$ cat src/rtl/pci_arb_pkg.sv
// Shared definitions for the PCI bus arbiter: state encoding, active-low levels, size limits.
package pci_arb_pkg;

  localparam int unsigned MaxMasters = 8;

  localparam logic AssertN   = 1'b0;
  localparam logic DeassertN = 1'b1;

  localparam logic [1:0] StIdle = 2'd0;
  localparam logic [1:0] StGnt  = 2'd1;
  localparam logic [1:0] StBusy = 2'd2;
  localparam logic [1:0] StDead = 2'd3;

endpackage

$ cat src/rtl/pci_rr_picker.sv
// Combinational round-robin picker: first eligible request after ptr, ptr itself searched last.
module pci_rr_picker #(
  parameter int unsigned NumMasters = 4
) (
  input  logic [NumMasters-1:0]         req,
  input  logic [$clog2(NumMasters)-1:0] ptr,
  input  logic [NumMasters-1:0]         excl,
  output logic [$clog2(NumMasters)-1:0] idx,
  output logic                          valid
);

  localparam int unsigned IdxW = $clog2(NumMasters);

  logic [NumMasters-1:0] cand;

  assign cand = req & ~excl;

  always_comb begin : p_pick
    logic [IdxW-1:0] j;
    j     = '0;
    idx   = '0;
    valid = 1'b0;
    for (int unsigned i = 1; i <= NumMasters; i++) begin
      j = IdxW'((32'(ptr) + i) % NumMasters);
      if (!valid && cand[j]) begin
        valid = 1'b1;
        idx   = j;
      end
    end
  end

endmodule

$ cat src/rtl/pci_bus_arbiter.sv
// Central PCI arbiter: round-robin grants, bus parking, one dead cycle per hand-over, grant timeout.
module pci_bus_arbiter
  import pci_arb_pkg::*;
#(
  parameter int unsigned NUM_MASTERS = 4,
  parameter int unsigned PARK_MASTER = 0,
  parameter int unsigned GNT_TIMEOUT = 16
) (
  input  logic                           clk,
  input  logic                           rst,
  input  logic [NUM_MASTERS-1:0]         req_n,
  input  logic                           frame,
  input  logic                           irdy,
  output logic [NUM_MASTERS-1:0]         gnt_n,
  output logic [$clog2(NUM_MASTERS)-1:0] owner,
  output logic                           owner_valid,
  output logic                           timeout_evt
);

  localparam int unsigned     IdxW     = $clog2(NUM_MASTERS);
  localparam logic [IdxW-1:0] ParkIdx  = IdxW'(PARK_MASTER);
  localparam logic [IdxW-1:0] PtrReset = IdxW'(NUM_MASTERS - 1);
  localparam logic [7:0]      CntLast  = 8'(GNT_TIMEOUT - 1);

  if (NUM_MASTERS < 2 || NUM_MASTERS > MaxMasters) begin : gen_bad_cfg
    $error("pci_bus_arbiter: NUM_MASTERS out of range");
  end

  function automatic logic [NUM_MASTERS-1:0] onehot_n(logic [IdxW-1:0] i);
    logic [NUM_MASTERS-1:0] v;
    v    = {NUM_MASTERS{DeassertN}};
    v[i] = AssertN;
    return v;
  endfunction

  logic [1:0]             state_q, state_d;
  logic [IdxW-1:0]        holder_q, holder_d;
  logic [IdxW-1:0]        ptr_q, ptr_d;
  logic [7:0]             cnt_q, cnt_d;
  logic [NUM_MASTERS-1:0] excl_q, excl_d;
  logic                   idle_prev_q;
  logic [NUM_MASTERS-1:0] gnt_n_d;
  logic [IdxW-1:0]        owner_d;
  logic                   owner_valid_d;
  logic                   timeout_evt_d;

  logic [NUM_MASTERS-1:0] req;
  logic [NUM_MASTERS-1:0] holder_oh;
  logic                   bus_idle;
  logic                   start;
  logic                   holder_req;
  logic                   others_req;
  logic                   grant_any;
  logic [IdxW-1:0]        pick_idx;
  logic                   pick_valid;

  assign req        = ~req_n;
  assign holder_oh  = NUM_MASTERS'(1) << holder_q;
  assign bus_idle   = frame & irdy;
  // FRAME# falling out of a bus that was idle on the previous edge.
  assign start      = idle_prev_q & ~frame;
  assign holder_req = |(req & holder_oh);
  assign others_req = |(req & ~holder_oh);
  assign grant_any  = ~&gnt_n;

  pci_rr_picker #(
    .NumMasters(NUM_MASTERS)
  ) u_picker (
    .req  (req),
    .ptr  (ptr_q),
    .excl (excl_q),
    .idx  (pick_idx),
    .valid(pick_valid)
  );

  always_comb begin
    state_d       = state_q;
    holder_d      = holder_q;
    ptr_d         = ptr_q;
    cnt_d         = '0;
    excl_d        = excl_q;
    gnt_n_d       = gnt_n;
    owner_d       = owner;
    owner_valid_d = owner_valid;
    timeout_evt_d = 1'b0;

    if (start) begin
      owner_d       = holder_q;
      owner_valid_d = 1'b1;
      ptr_d         = holder_q;
    end else if (bus_idle) begin
      owner_valid_d = 1'b0;
    end

    unique case (state_q)
      StIdle: begin
        holder_d = pick_valid ? pick_idx : ParkIdx;
        gnt_n_d  = onehot_n(holder_d);
        state_d  = StGnt;
      end
      StGnt: begin
        if (start) begin
          state_d = StBusy;
        end else if (bus_idle && others_req && (cnt_q == CntLast)) begin
          timeout_evt_d = 1'b1;
          excl_d        = holder_oh;
          gnt_n_d       = {NUM_MASTERS{DeassertN}};
          state_d       = StDead;
        end else if (!holder_req && pick_valid && (pick_idx != holder_q)) begin
          gnt_n_d = {NUM_MASTERS{DeassertN}};
          state_d = StDead;
        end else if (bus_idle && others_req) begin
          cnt_d = cnt_q + 8'd1;
        end else begin
          cnt_d = cnt_q;
        end
      end
      StBusy: begin
        // Hidden arbitration: the grant can move while the current owner still runs.
        if (pick_valid && (pick_idx != holder_q)) begin
          gnt_n_d = {NUM_MASTERS{DeassertN}};
          state_d = StDead;
        end else if (bus_idle) begin
          state_d = grant_any ? StGnt : StIdle;
        end
      end
      StDead: begin
        holder_d = pick_valid ? pick_idx : ParkIdx;
        gnt_n_d  = onehot_n(holder_d);
        excl_d   = '0;
        state_d  = bus_idle ? StGnt : StBusy;
      end
      default: begin
        gnt_n_d = {NUM_MASTERS{DeassertN}};
        state_d = StIdle;
      end
    endcase
  end

  always_ff @(posedge clk) begin
    if (rst) begin
      state_q     <= StIdle;
      holder_q    <= ParkIdx;
      ptr_q       <= PtrReset;
      cnt_q       <= '0;
      excl_q      <= '0;
      idle_prev_q <= 1'b0;
      gnt_n       <= {NUM_MASTERS{DeassertN}};
      owner       <= '0;
      owner_valid <= 1'b0;
      timeout_evt <= 1'b0;
    end else begin
      state_q     <= state_d;
      holder_q    <= holder_d;
      ptr_q       <= ptr_d;
      cnt_q       <= cnt_d;
      excl_q      <= excl_d;
      idle_prev_q <= bus_idle;
      gnt_n       <= gnt_n_d;
      owner       <= owner_d;
      owner_valid <= owner_valid_d;
      timeout_evt <= timeout_evt_d;
    end
  end

endmodule

$ cat config.mk
export PLATFORM = sky130hd
export DESIGN_NAME = pci_bus_arbiter
export DESIGN_NICKNAME = d
export VERILOG_FILES = /design/src/rtl/pci_arb_pkg.sv /design/src/rtl/pci_rr_picker.sv /design/src/rtl/pci_bus_arbiter.sv
export SDC_FILE = /design/constraint.sdc
export NUM_CORES = 1
export LEC_CHECK = 0
export CAP_MARGIN = 5
export CELL_PAD_IN_SITES_DETAIL_PLACEMENT = 1
export CELL_PAD_IN_SITES_GLOBAL_PLACEMENT = 1
export CORE_MARGIN = 2
export CORE_UTILIZATION = 45
export DETAILED_ROUTE_END_ITERATION = 10
export PLACE_DENSITY_LB_ADDON = 0.15
export SLEW_MARGIN = 10
export SYNTH_ARGS = -nofsm -noshare
export SYNTH_HDL_FRONTEND = slang
export SYNTH_SLANG_ARGS = --single-unit
export TNS_END_PERCENT = 100
$ cat constraint.sdc
create_clock -name clk -period 4.7 [get_ports clk]
set_input_delay 0.47 -clock clk [delete_from_list [all_inputs] [get_ports clk]]
set_output_delay 0.47 -clock clk [all_outputs]
set_load 0.02 [all_outputs]
## Word-level counts from Yosys, hierarchy flattened

Cells that the tools add are included.

| operators by class | value |
|---|---|
| add/sub/neg operators | 5 |
| magnitude comparators | 6 |
| eq/ne operators | 11 |
| shift operators | 1 |
| mux-type cells | 38 |
| bitwise gates (word level) | 11 |
| reduce and logical (&&, ||, !) cells | 25 |

Operators with widths:

| cell | number |
|---|---|
| $mux W4 | 6 |
| $mux W2 | 11 |
| $not A4 Y4 | 4 |
| $lt A2 B3 Y1 const B | 5 |
| $mux W1 | 13 |
| $and A4 B4 Y4 | 3 |
| $pmux W4 S3 | 1 |
| $logic_and A1 B1 Y1 | 9 |
| $add A8 B1 Y8 const B | 1 |
| $bmux W1 S2 | 4 |
| $eq A8 B4 Y1 const B | 1 |
| $pmux W2 S4 | 1 |
| $pmux W4 S2 | 1 |
| $reduce_or A4 Y1 | 2 |
| $ne A2 B2 Y1 const B | 3 |
| $ne A3 B3 Y1 const B | 2 |
| $reduce_and A3 Y1 | 2 |
| $reduce_or A5 Y1 | 1 |
| $add A2 B1 Y2 const B | 2 |
| $add A2 B2 Y2 const B | 2 |
| $eq A2 B2 Y1 const B | 2 |
| $logic_not A1 Y1 | 4 |
| $ne A4 B4 Y1 const B | 1 |
| $reduce_and A4 Y1 | 1 |
| 12 further kinds | 15 |

| storage, ports and cells | value |
|---|---|
| bits in registers | 27 |
| bits of input ports | 8 |
| output and inout bits | 8 |
| word-level logic and storage cells | 107 |

## Logic depth before layout (Yosys ltp)

Gate-level depths: netlist (run 1).

| depth | value |
|---|---|
| word-level depth | 21 |
| gate-level depth with buffers | 9 |
| depth with buffers taken out | 8 |

## By module

A second synthesis (run 1) with hierarchy kept.

| second synthesis, totals | value |
|---|---|
| cells, all modules | 190 |
| area, all modules | 1,605.3 um^2 |

Modules (own cells, without submodules):

| module | times used | cells each | area an instance (um^2) | sequential area each (um^2) |
|---|---|---|---|---|
| pci_bus_arbiter | 1 | 173 | 1,478.9 | 540.5 |
| pci_rr_picker | 1 | 17 | 126.4 | 0.0 |

## Worst setup path after synthesis (run 1)

No wires, ideal clock.

| timing path | value |
|---|---|
| path type | input -> register |
| start | input port req_n[0] |
| end | register cnt_q[0] |
| library setup time | 0.065 ns |
| arrival time | 1.985 ns |
| required time | 4.635 ns |
| setup slack | 2.650 ns |
| cell stages on the path | 7 |
| buffers on the path | 0 |
| cells stage by stage | or2_0 -> a211oi_1 -> o21ai_2 -> xnor2_1 -> a21o_1 -> a2111o_1 -> nor2_1 |

| between the ends | value |
|---|---|
| cells in the longest elaborated chain, start to end | 17 |
| elaborated cells on any way between the ends | 35 |
| those cells by class | eq/ne: 1; mux: 16; bitwise: 4; reduce/logical: 14 |

RTL lines:

| what | line | source |
|---|---|---|
| start, declared | pci_bus_arbiter.sv:11 | `input logic [NUM_MASTERS-1:0] req_n,` |
| $not A4 Y4 * | pci_bus_arbiter.sv:57 | `assign req = ~req_n;` |
| $and A4 B4 Y4 | pci_rr_picker.sv:16 | `assign cand = req & ~excl;` |
| $bmux W1 S2 | pci_rr_picker.sv:25 | `if (!valid && cand[j]) begin` |
| $mux W1 (not written as such) | pci_rr_picker.sv:25 |  |
| $mux W1 | pci_rr_picker.sv:25 |  |
| $logic_not A1 Y1 | pci_rr_picker.sv:25 |  |
| $logic_and A1 B1 Y1 | pci_rr_picker.sv:25 |  |
| $mux W1 | pci_rr_picker.sv:25 |  |
| $logic_not A1 Y1 | pci_rr_picker.sv:25 |  |
| $logic_and A1 B1 Y1 | pci_rr_picker.sv:25 |  |
| $mux W1 | pci_rr_picker.sv:25 |  |
| $logic_not A1 Y1 | pci_rr_picker.sv:25 |  |
| $logic_and A1 B1 Y1 | pci_rr_picker.sv:25 |  |
| $mux W2 or $mux W1 (tied branches) | pci_rr_picker.sv:25 |  |
| $ne A2 B2 Y1 or $logic_and A1 B1 Y1 (tied branches) | pci_bus_arbiter.sv:109 | `end else if (!holder_req && pick_valid && (pick_idx != holder_q)) begin` |
| $logic_and A1 B1 Y1 | pci_bus_arbiter.sv:109 |  |
| $reduce_or A5 Y1 (no source line) | -- |  |
| end signal, assigned | pci_bus_arbiter.sv:156 | `cnt_q <= cnt_d;` |
| end, declared | pci_bus_arbiter.sv:39 | `logic [7:0] cnt_q, cnt_d;` |

Mark *: on every way between the ends. The rest lies on a longest branch, timed or not. The select of a mux whose other input is x is not followed.
A chain may end at the register's enable or synchronous reset.

## Worst setup path after layout (run 1)

| timing path | value |
|---|---|
| start | input port req_n[0] |
| end | register cnt_q[6] |

The elaborated chain is that of the path after synthesis.

==> run metrics, run 1 <==
status=finished, final reports clean; post-route DRC violation count=0; # resized after CTS=0; required time of the critical path=4.99 ns; sum of routed wire length over all layers=3550 microns; share of synthesized cell area in full adder, half adder and majority cells=0.0430; cell count after placement=228; Starting DRT DRC Count=49; final number of max-transition violations=0; synthesized-area fraction occupied by xor and xnor cells=0.0541; RSZ-0062 raised after global routing=false; overall via count from detail_route=1319; Final Cycle Share=0.527; largest family of logic cells by synthesized area=simple AND/OR/NAND/NOR gates; die area=3710 sq um; share of the synthesized area in compound gates (AO/OA/AOI/OAI)=0.174; share of synthesized area spent on multiplexers=0.0644; total iterations of the first detailed-routing run=4; fmax=404 MHz; wire length of the first global-routing pass=6070 microns; register clock-pin slew on the reported worst setup and hold paths=0.15 ns; WL/cell=15.3 microns; Detailed Place HPWL=2800 microns; CTS Hold Buffers Added=0; sequential area share after synthesis=0.371; Slew Limit Headroom=0.441; count of H-tree levels built during CTS=1; synth unique cells=43; largest net degree at the start of global routing=23; total inserted antenna cells=0; source of the worst register-to-register timing path=holder_q[1]; largest buffer count on any clock path=2; row count=20; element type at the critical path start=input port; maximum fanout along the worst path=8; io pins=16; worst-case vdd ir drop=0.000130 V; Initial Util=0.473; Syn-to-layout area delta=14.9%; total core area=3080 sq um; final setup fails=0; Netlist Area Pre-Place=1460 sq um; Hold Fails Final Rpt=0; Mean Syn Cell Area=8.42 sq um; arrival time at the worst endpoint=2.76 ns; post-route clock skew=0.00296 ns; fraction of the mapped netlist area in simple logic gates=0.267; highest-count cells in the layout ignoring fill and taps=nor2_1, dfxtp_1, nand2_1, clkdlybuf4s50_1, a21oi_1; measured slew at the worst slew-check pin=0.836 ns; TritonCTS clock tree=yes; Die Wd=60.9 microns; number of global-route vias before repair=1367; fin nets=202; Post-Synthesis Cells=173; Tmin final=2.48 ns; IO buf count=15; summed negative setup slack over all endpoints=0 ns; number of buffers created by CTS=3; cells along the critical path=clkdlybuf4s50_1 > or2_0 > a211oi_1 > o21ai_2 > xnor2_1 > a21o_1 > a2111o_1 > nor2_1; fraction of final layout cells sized beyond drive strength 1=0.0691; overflow left after global routing=0; global-route total usage across every layer=0.217; endpoint kind of the worst setup timing path=register; worst hold path stage count=2; critical path start-end classification=input port to register; flop and latch count out of synthesis=27; initial antenna violation count=0; max-capacitance violation count=0; static power due to leakage=0.620 nW; Tightest Hold Check Type=register to register; launch point of the worst hold path=owner[0]; hold path endpoint=owner[0]; Antenna Violating Nets Remaining=0; number of clock sinks=27; post-synthesis net count=186; Worst R2R Path Depth=7; RR Endpoint=gnt_n[3]; post-CTS setup buffers=0; areal power density over the cells=393 nW/um^2; Crit path largest cell delay=0.51 ns; worst skew pair latency=0.34 ns; via/cell ratio=5.69; die span in y=60.9 microns; Routability Congestion=0.909; Clock Root Buffer=clkbuf_4; Post-Layout Cell Count=232; most frequent standard cell in the layout excluding fill and tap cells=nor2_1; Synth Warn #=0; Max stage delay cell, worst path=a2111o_1; post-route worst hold slack=0.473 ns; worst reg-to-reg setup slack=2.39 ns
-- critical path: cells and delay by family --
kind	cells	cell delay (ns)
buf+inv	1	0.50
simple gates	2	0.43
compound gates	4	1.18
xor+xnor	1	0.18
-- metrics by stage --
step | cell area, sq um | power, W | setup slack, ns | utilization
detailed placement | 1640 | 0.000551 | 1.88 | 0.534
global route | 1670 | 0.000702 | 2.08 | 0.544
global placement | 1640 | 0.000539 | 1.95 | 0.534
floorplan | 1460 | 0.000477 | 2.65 | -
finish | 1670 | 0.000658 | 2.22 | 0.544
CTS | 1670 | 0.000661 | 2.23 | 0.544
-- cell usage after synthesis --
cell type / number / area, sq um
mux2i_1: 6 / 60.1
nor3_1: 4 / 20.0
o21ai_2: 2 / 17.5
nor4_1: 3 / 18.8
or3_1: 2 / 12.5
nand3_1: 5 / 25.0
ha_1: 5 / 62.6
nand4_1: 4 / 25.0
buf_4: 1 / 7.51
o31ai_2: 1 / 12.5
a32o_1: 4 / 40.0
o211ai_1: 1 / 7.51
or2_2: 1 / 6.26
nor2_1: 29 / 109
nor4_2: 1 / 12.5
and3_1: 5 / 31.3
dfxtp_1: 27 / 541
o21ai_0: 1 / 5.00
a2111o_1: 1 / 11.3
nand2b_1: 2 / 12.5
mux2_2: 1 / 11.3
clkbuf_1: 2 / 7.51
or2_0: 1 / 6.26
nor2b_1: 2 / 12.5
nand2_1: 16 / 60.1
xor2_1: 4 / 35.0
and4_1: 1 / 8.76
a211oi_1: 3 / 22.5
mux4_2: 1 / 22.5
a31oi_1: 2 / 12.5
a21o_1: 1 / 7.51
and2_1: 2 / 12.5
a21boi_1: 1 / 7.51
or2_1: 1 / 6.26
buf_1: 1 / 3.75
o311ai_1: 1 / 8.76
xnor2_1: 5 / 43.8
inv_1: 5 / 18.8
o22ai_1: 1 / 6.26
nor3_2: 1 / 10.0
a221o_1: 1 / 10.0
a2bb2oi_2: 1 / 15.0
a21oi_1: 14 / 70.1
-- final cells by class --
class | instances | area, sq um
Fill cell | 388 | 1400
Multi-Input combinational cell | 137 | 878
Sequential cell | 27 | 541
Timing Repair Buffer | 15 | 150
Tap cell | 44 | 55.1
Clock buffer | 3 | 22.5
Inverter | 5 | 18.8
Clock inverter | 1 | 8.76
-- routing by layer --
metal,GRT usage,vias to the layer above,wire (microns)
met4,0.0776,0,66
met3,0.0277,7,83
met2,0.369,21,1670
li1,-,648,-
met1,0.282,643,1730
met5,0,-,0
-- logic make-up (layout without fill, tap and decap cells) --
family                   count (synthesis)  count (layout)
AO/OA/AOI/OAI                           35              35
flip-flops                              27              27
buffers and inverters                    9              24
AND/OR/NAND/NOR                         80              80
XOR/XNOR                                 9               9
adder cells (fa/ha/maj)                  5               5
multiplexers                             8               8
-- sequential cells by signal, indices dropped and copies added, names as in the netlist --
| register | cells |
|---|---|
| cnt_q | 8 |
| excl_q | 4 |
| gnt_n | 4 |
| holder_q | 2 |
| idle_prev_q | 1 |
| owner | 2 |
| owner_valid | 1 |
| ptr_q | 2 |
| state_q | 2 |
| timeout_evt | 1 |
-- power by group --
group,internal (W),switching [W],leakage (nW)
registers,0.000251,0.0000290,0.219
logic,0.000115,0.000152,0.382
clock network,0.0000349,0.0000760,0.0183
total,0.000400,0.000257,0.620
-- worst max-delay path by stage --
| stage | cells after the start | from | end | slack, ns |
|---|---|---|---|---|
| 4_1_cts | 8 | req_n[0] | cnt_q[6] | 2.23 |
| 3_3_place_gp | 8 | req_n[0] | cnt_q[1] | 1.95 |
| 5_1_grt | 7 | holder_q[1] | gnt_n[3] | 2.08 |
| 3_5_place_dp | 8 | req_n[0] | cnt_q[6] | 1.88 |
| 2_1_floorplan | 7 | req_n[0] | cnt_q[0] | 2.65 |
| 6_report | 8 | req_n[0] | cnt_q[6] | 2.22 |
Note: power is estimated with default switching activity, not from simulation.
==> run 2: changes to the inputs <==
- CORE_UTILIZATION: 45 -> 41
- clock period: 4.7 -> 2.35 ns (I/O delays scaled with it)
==> run metrics, run 2 (synthesis results as in run 1) <==
element type at the critical path start=register (was input port); summed negative setup slack over all endpoints=0 ns (unchanged); source of the worst register-to-register timing path=excl_q[0] (was holder_q[1]); maximum fanout along the worst path=8 (unchanged); cell count after placement=245 (was 228); global-route total usage across every layer=0.225 (was 0.217); Clock Root Buffer=clkbuf_4 (unchanged); max FFs per register=8 (unchanged); worst setup path endpoint=cnt_q[5] (was cnt_q[6]); number of clock sinks=27 (unchanged); worst skew pair latency=0.33 ns (was 0.34 ns); status=finished, final reports clean (unchanged); routed metal-1 wirelength=1840 microns (was 1730 microns); post-route DRC violation count=0 (unchanged); Hold Fails Final Rpt=0 (unchanged); via/cell ratio=5.73 (was 5.69); Antenna Violating Nets Remaining=0 (unchanged); total iterations of the first detailed-routing run=4 (unchanged); fmax=457 MHz; post-route clock skew=0.00530 ns (was 0.00296 ns); required time of the critical path=2.62 ns (was 4.99 ns); Detail Route met3 WL=146 microns (was 83 microns); total inserted antenna cells=0 (unchanged); largest registers in the final layout=cnt_q x8, excl_q x4, gnt_n x4 (unchanged); number of global-route vias before repair=1493 (was 1367); Critical path origin=excl_q[0] (was req_n[0]); worst-case vdd ir drop=0.000338 V (was 0.000130 V); die area=4040 sq um (was 3710 sq um); fraction of final layout cells sized beyond drive strength 1=0.133 (was 0.0691); fin nets=217 (was 202); final critical-path setup slack=0.161 ns (was 2.22 ns); RSZ-0062 raised after global routing=false (unchanged); count of H-tree levels built during CTS=1 (unchanged); Die Wd=63.6 microns (was 60.9 microns); initial antenna violation count=0 (unchanged); Slew Limit Headroom=0.653 (was 0.441); worst reg-to-reg setup slack=0.16 ns (was 2.39 ns); # resized after CTS=0 (unchanged); logic depth of the worst setup path including buffers=7 (was 8); Tmin final=2.19 ns; Detailed Place HPWL=3400 microns (was 2800 microns); row count=21 (was 20); total core area=3360 sq um (was 3080 sq um); Tightest Hold Check Type=register to register (unchanged); RR Endpoint=cnt_q[5] (was gnt_n[3]); endpoint kind of the worst setup timing path=register (unchanged); static power due to leakage=0.687 nW (was 0.620 nW); delay-heaviest family, CP=compound AO/OA/AOI/OAI gates (unchanged); measured slew at the worst slew-check pin=0.515 ns (was 0.836 ns); Placed Area=1760 sq um (was 1640 sq um); WL/cell=17.2 microns (was 15.3 microns); Final Cycle Share=0.932; routed length on met2=2240 microns (was 1670 microns); die span in y=63.6 microns (was 60.9 microns); post-route worst hold slack=0.471 ns (was 0.473 ns); register clock-pin slew on the reported worst setup and hold paths=0.15 ns (about the same); CTS Hold Buffers Added=0 (unchanged); largest net degree at the start of global routing=15 (was 23); switching component of the power=0.000533 W (was 0.000257 W); max-capacitance violation count=0 (unchanged); Worst R2R Path Depth=7 (unchanged); highest-count cells in the layout ignoring fill and taps=nor2_1, dfxtp_1, nand2_1, clkdlybuf4s50_1, buf_4 (was nor2_1, dfxtp_1, nand2_1, clkdlybuf4s50_1, a21oi_1); highest routed layer=met4 (unchanged); overflow left after global routing=0 (unchanged); final setup fails=0 (unchanged); Syn-to-layout area delta=22.5% (was 14.9%); arrival time at the worst endpoint=2.46 ns (was 2.76 ns); Crit path largest cell delay=0.50 ns (was 0.51 ns); final number of max-transition violations=0 (unchanged); Routability Congestion=0.787 (was 0.909); largest buffer count on any clock path=2 (unchanged); dpl ws=-0.158 ns (was 1.88 ns); io pins=16 (unchanged); TritonCTS clock tree=yes (unchanged); sum of routed wire length over all layers=4290 microns (was 3550 microns); Max stage delay cell, worst path=a2111o_1 (unchanged); areal power density over the cells=767 nW/um^2 (was 393 nW/um^2); wire length of the first global-routing pass=7170 microns (was 6070 microns); most frequent standard cell in the layout excluding fill and tap cells=nor2_1 (unchanged); count of filler cells inserted in the layout=446 (was 388); number of buffers created by CTS=3 (unchanged); total internal power=0.000836 W (was 0.000400 W); register containing the most flip-flops in the final layout=cnt_q (unchanged); final standard cell area without fillers=1780 sq um (was 1670 sq um); Post-Layout Cell Count=249 (was 232); IO buf count=15 (unchanged); combinational share of power=0.446 (was 0.406); critical path start-end classification=register to register (was input port to register); overall via count from detail_route=1427 (was 1319); number of buffer and inverter instances along the worst setup path=0 (was 1); power share of the sequential group=0.402 (was 0.425); Initial Util=0.433 (was 0.473); share of power burned in the clock network=0.151 (was 0.169); Starting DRT DRC Count=51 (was 49); post-CTS setup buffers=0 (unchanged); cells along the critical path=or2_0 > a211oi_1 > o21ai_2 > xnor2_1 > a21o_1 > a2111o_1 > nor2_1 (was clkdlybuf4s50_1 > or2_0 > a211oi_1 > o21ai_2 > xnor2_1 > a21o_1 > a2111o_1 > nor2_1); share of total power consumed by net switching=0.389 (was 0.391)
==> run 2: changes by cell type in the layout (fill, tap and decap cells not counted), sizes merged <==
cell    previous run  this run
clkbuf             3         4
buf                0        15
inv                6         5
==> run 2: worst register-to-register path, cell delays in order, from the launching register on <==
cell	delay [ns]
dfxtp_1	0.36
or2_0	0.27
a211oi_1	0.33
o21ai_2	0.12
xnor2_1	0.16
a21o_1	0.22
a2111o_1	0.50
nor2_1	0.17
==> run 2: area by class of cell <==
type	count	area, sq um	share of cell area
multi-input cells	137	878	0.492
flip-flops and latches	27	541	0.303
repair buffers	30	263	0.147
well taps	46	57.6	0.0323
clock buffers	4	26.3	0.0147
inverters	5	18.8	0.0105
==> run 2: worst min path at each step <==
stage,startpoint,end,slack [ns],cells after the start
2_1_floorplan,irdy,idle_prev_q,0.41,2
3_3_place_gp,owner[1],owner[1],0.45,2
3_5_place_dp,owner[0],owner[0],0.45,2
4_1_cts,owner[0],owner[0],0.47,2
5_1_grt,owner[0],owner[0],0.52,2
6_report,owner[0],owner[0],0.47,2
==> run 2: metrics by stage <==
step | utilization | power, W
final | 0.531 | 0.00137
after global routing | 0.531 | 0.00144
after CTS | 0.531 | 0.00137
after detailed placement | 0.523 | 0.00117
after global placement | 0.523 | 0.00113
after floorplan | - | 0.000954
==> run 2: layer usage <==
layer | track usage | vias up
li1 | - | 678
met1 | 0.274 | 709
met2 | 0.408 | 34
met3 | 0.0321 | 6
met4 | 0.0652 | 0
met5 | 0 | -
==> run 2: power by group through the flow <==
stage               Sequential (W)  Combinational [W]  Clock, W
finish                    0.000551           0.000611  0.000207
global route              0.000557           0.000655  0.000228
CTS                       0.000551           0.000610  0.000212
detailed placement        0.000562           0.000606         0
global placement          0.000554           0.000577         0
floorplan                 0.000565           0.000389         0
==> run 3: changes to the inputs <==
- CORE_UTILIZATION: 41 -> 42
- SYNTH_HIERARCHICAL: default -> 1
==> run metrics, run 3 <==
RSZ-0062 raised after global routing=true (was false); CTS Hold Buffers Added=0 (unchanged); most instantiated cells after synthesis=dfxtp_1, nor2_1, a21oi_1 (was nor2_1, dfxtp_1, nand2_1); Slew Limit Headroom=0.744 (was 0.653); endpoint kind of the worst setup timing path=register (unchanged); required time of the critical path=2.53 ns (was 2.62 ns); total core area=3660 sq um (was 3360 sq um); max-capacitance violation count=0 (unchanged); Netlist Area Pre-Place=1610 sq um (was 1460 sq um); count of filler cells inserted in the layout=440 (was 446); failing checks=setup timing; wire length of the first global-routing pass=8250 microns (was 7170 microns); Tmin final=2.55 ns (was 2.19 ns); final critical-path setup slack=-0.199 ns (was 0.161 ns); power consumption=0.00159 W (was 0.00137 W); Antenna Violating Nets Remaining=0 (unchanged); final number of max-transition violations=0 (unchanged); Post-Synthesis Cells=190 (was 173); status=finished, violations left (was finished, final reports clean); top_reg_cell synth=dfxtp_1 (unchanged); row count=22 (was 21); utilization after layout=0.598 (was 0.531); worst skew pair latency=0.28 ns (was 0.33 ns); Detailed Place HPWL=3470 microns (was 3400 microns); cell count after placement=269 (was 245); number of clock sinks=27 (unchanged); worst-case vdd ir drop=0.000478 V (was 0.000338 V); post-route clock skew=0.00468 ns (was 0.00530 ns); Mean Syn Cell Area=8.45 sq um (was 8.42 sq um); global-route total usage across every layer=0.248 (was 0.225); highest-count cells in the layout ignoring fill and taps=buf_4, dfxtp_1, nor2_1, a21oi_1, nand2_1 (was nor2_1, dfxtp_1, nand2_1, clkdlybuf4s50_1, buf_4); largest buffer count on any clock path=2 (unchanged); IO buf count=15 (unchanged); total inserted antenna cells=0 (unchanged); share of async-settable or async-resettable flops after synthesis=0 (unchanged); largest area contributor in the netlist=dfxtp_1 (unchanged); areal power density over the cells=725 nW/um^2 (was 767 nW/um^2); most frequent standard cell in the layout excluding fill and tap cells=buf_4 (was nor2_1); largest net degree at the start of global routing=18 (was 15); arrival time at the worst endpoint=2.73 ns (was 2.46 ns); post-route DRC violation count=0 (unchanged); register containing the most flip-flops in the final layout=cnt_q (unchanged); count of H-tree levels built during CTS=1 (unchanged); Post-Layout Cell Count=279 (was 249); post-synthesis net count=203 (was 186); overall via count from detail_route=1557 (was 1427); share of the synthesized area in the top cell type=0.337 (was 0.371); worst reg-to-reg setup slack=-0.20 ns (was 0.16 ns); static power due to leakage=0.802 nW (was 0.687 nW); via/cell ratio=5.58 (was 5.73); Final Cycle Share=1.08 (was 0.932); summed negative setup slack over all endpoints=-0.726 ns (was 0 ns); number of buffers created by CTS=3 (unchanged); initial antenna violation count=0 (unchanged); Hold Fails Final Rpt=0 (unchanged); WL/cell=17.9 microns (was 17.2 microns); number of global-route vias before repair=1756 (was 1493); sum of routed wire length over all layers=5000 microns (was 4290 microns); fmax=392 MHz (was 457 MHz); largest registers in the final layout=cnt_q x8, excl_q x4, gnt_n x4 (unchanged); element type at the critical path start=register (unchanged); total iterations of the first detailed-routing run=4 (unchanged); synth unique cells=53 (was 43); Initial Util=0.438 (was 0.433); register clock-pin slew on the reported worst setup and hold paths=0.10 ns (was 0.15 ns); maximum fanout along the worst path=3 (was 8); dominant cell by count in the synthesized netlist=dfxtp_1 (was nor2_1); Tightest Hold Check Type=register to register (unchanged); die area=4330 sq um (was 4040 sq um); fraction of final layout cells sized beyond drive strength 1=0.333 (was 0.133); Syn-to-layout area delta=36.4% (was 22.5%); largest cells by area after synthesis=dfxtp_1, a21oi_1, nor2_1 (was dfxtp_1, nor2_1, a21oi_1); max FFs per register=8 (unchanged); fin nets=245 (was 217); Die Wd=65.8 microns (was 63.6 microns); TritonCTS clock tree=yes (unchanged); critical path start-end classification=register to register (unchanged); Routability Congestion=0.768 (was 0.787); sequential area share after synthesis=0.337 (was 0.371); measured slew at the worst slew-check pin=0.382 ns (was 0.515 ns); final setup fails=4 (was 0); die span in y=65.8 microns (was 63.6 microns); io pins=16 (unchanged); number of enable-type register cells in the synthesized netlist=0 (unchanged); overflow left after global routing=0 (unchanged); flop and latch count out of synthesis=27 (unchanged); Synth Warn #=6 (was 0); Starting DRT DRC Count=44 (was 51); Clock Root Buffer=clkbuf_8 (was clkbuf_4)
## run 3: changes by cell type after synthesis, sizes merged, moves of 5 or more
cell and delta:
mux2i -5, nor3b +5, nor2 -8, buf +5
## run 3: worst paths after layout
| path | start | to | cells past startpoint |
|---|---|---|---|
| worst min register to register | owner[1] | owner[1] | 2 |
| worst min-delay path | owner[1] | owner[1] | 2 |
| worst max-delay path | excl_q[3] | gnt_n[2] | 9 |
| worst max register to register | excl_q[3] | gnt_n[2] | 9 |
## run 3: repair_timing
item / CTS / global route
pin swaps: 15 / 11
resized for setup: 23 / 12
endpoints found under the setup margin: 14 / 14
buffers inserted: 4 / 4
## run 3: area by class of cell
cell class / count / area (sq um) / area share
Clock inverter: 1 / 8.76 / 0.00400
Multi-Input combinational cell: 144 / 1100 / 0.504
Tap cell: 48 / 60.1 / 0.0274
Timing Repair Buffer: 47 / 393 / 0.179
Clock buffer: 3 / 41.3 / 0.0189
Inverter: 9 / 33.8 / 0.0154
Sequential cell: 27 / 549 / 0.251
## run 3: layer usage
layer	track usage	vias to the layer above	part of all wire	wire length (microns)
li1	-	762	-	-
met1	0.275	766	0.41	2040
met2	0.475	21	0.55	2770
met3	0.0460	8	0.025	124
met4	0.0703	0	0.013	65
met5	0	-	0	0
## run 3: where the power goes
group          switching [W]  internal, W
clock network       0.000160     0.000125
logic               0.000382     0.000354
registers          0.0000636     0.000502
## run 3: per-stage QoR
| stage | cell area [sq um] | hold slack (ns) | setup WS, ns |
|---|---|---|---|
| after floorplan | 1650 | 0.435 | -0.107 |
| after global placement | 1980 | 0.446 | -0.540 |
| after detailed placement | 1980 | 0.455 | -0.665 |
| after CTS | 2120 | 0.471 | -0.119 |
| after global routing | 2190 | 0.501 | -0.320 |
| final | 2190 | 0.463 | -0.199 |
## run 3: cells by family (layout without fill, tap and decap cells)
kind of cell | after synthesis | count (layout) | share of synthesized area
buf+inv | 19 | 60 | 0.0662
compound gates | 39 | 39 | 0.168
simple gates | 89 | 89 | 0.320
flops | 27 | 27 | 0.337
xor+xnor | 9 | 9 | 0.0491
fa+ha+maj | 5 | 5 | 0.0390
mux | 2 | 2 | 0.0203
## run 3: critical path, stage by stage (launching register included)
cell      delay (ns)
dfxtp_2         0.34
nand3b_1        0.19
a22o_4          0.24
a311oi_4        0.29
xor2_1          0.24
o21ai_1         0.11
a22o_1          0.27
buf_6           0.13
or3_4           0.33
o32a_1          0.29
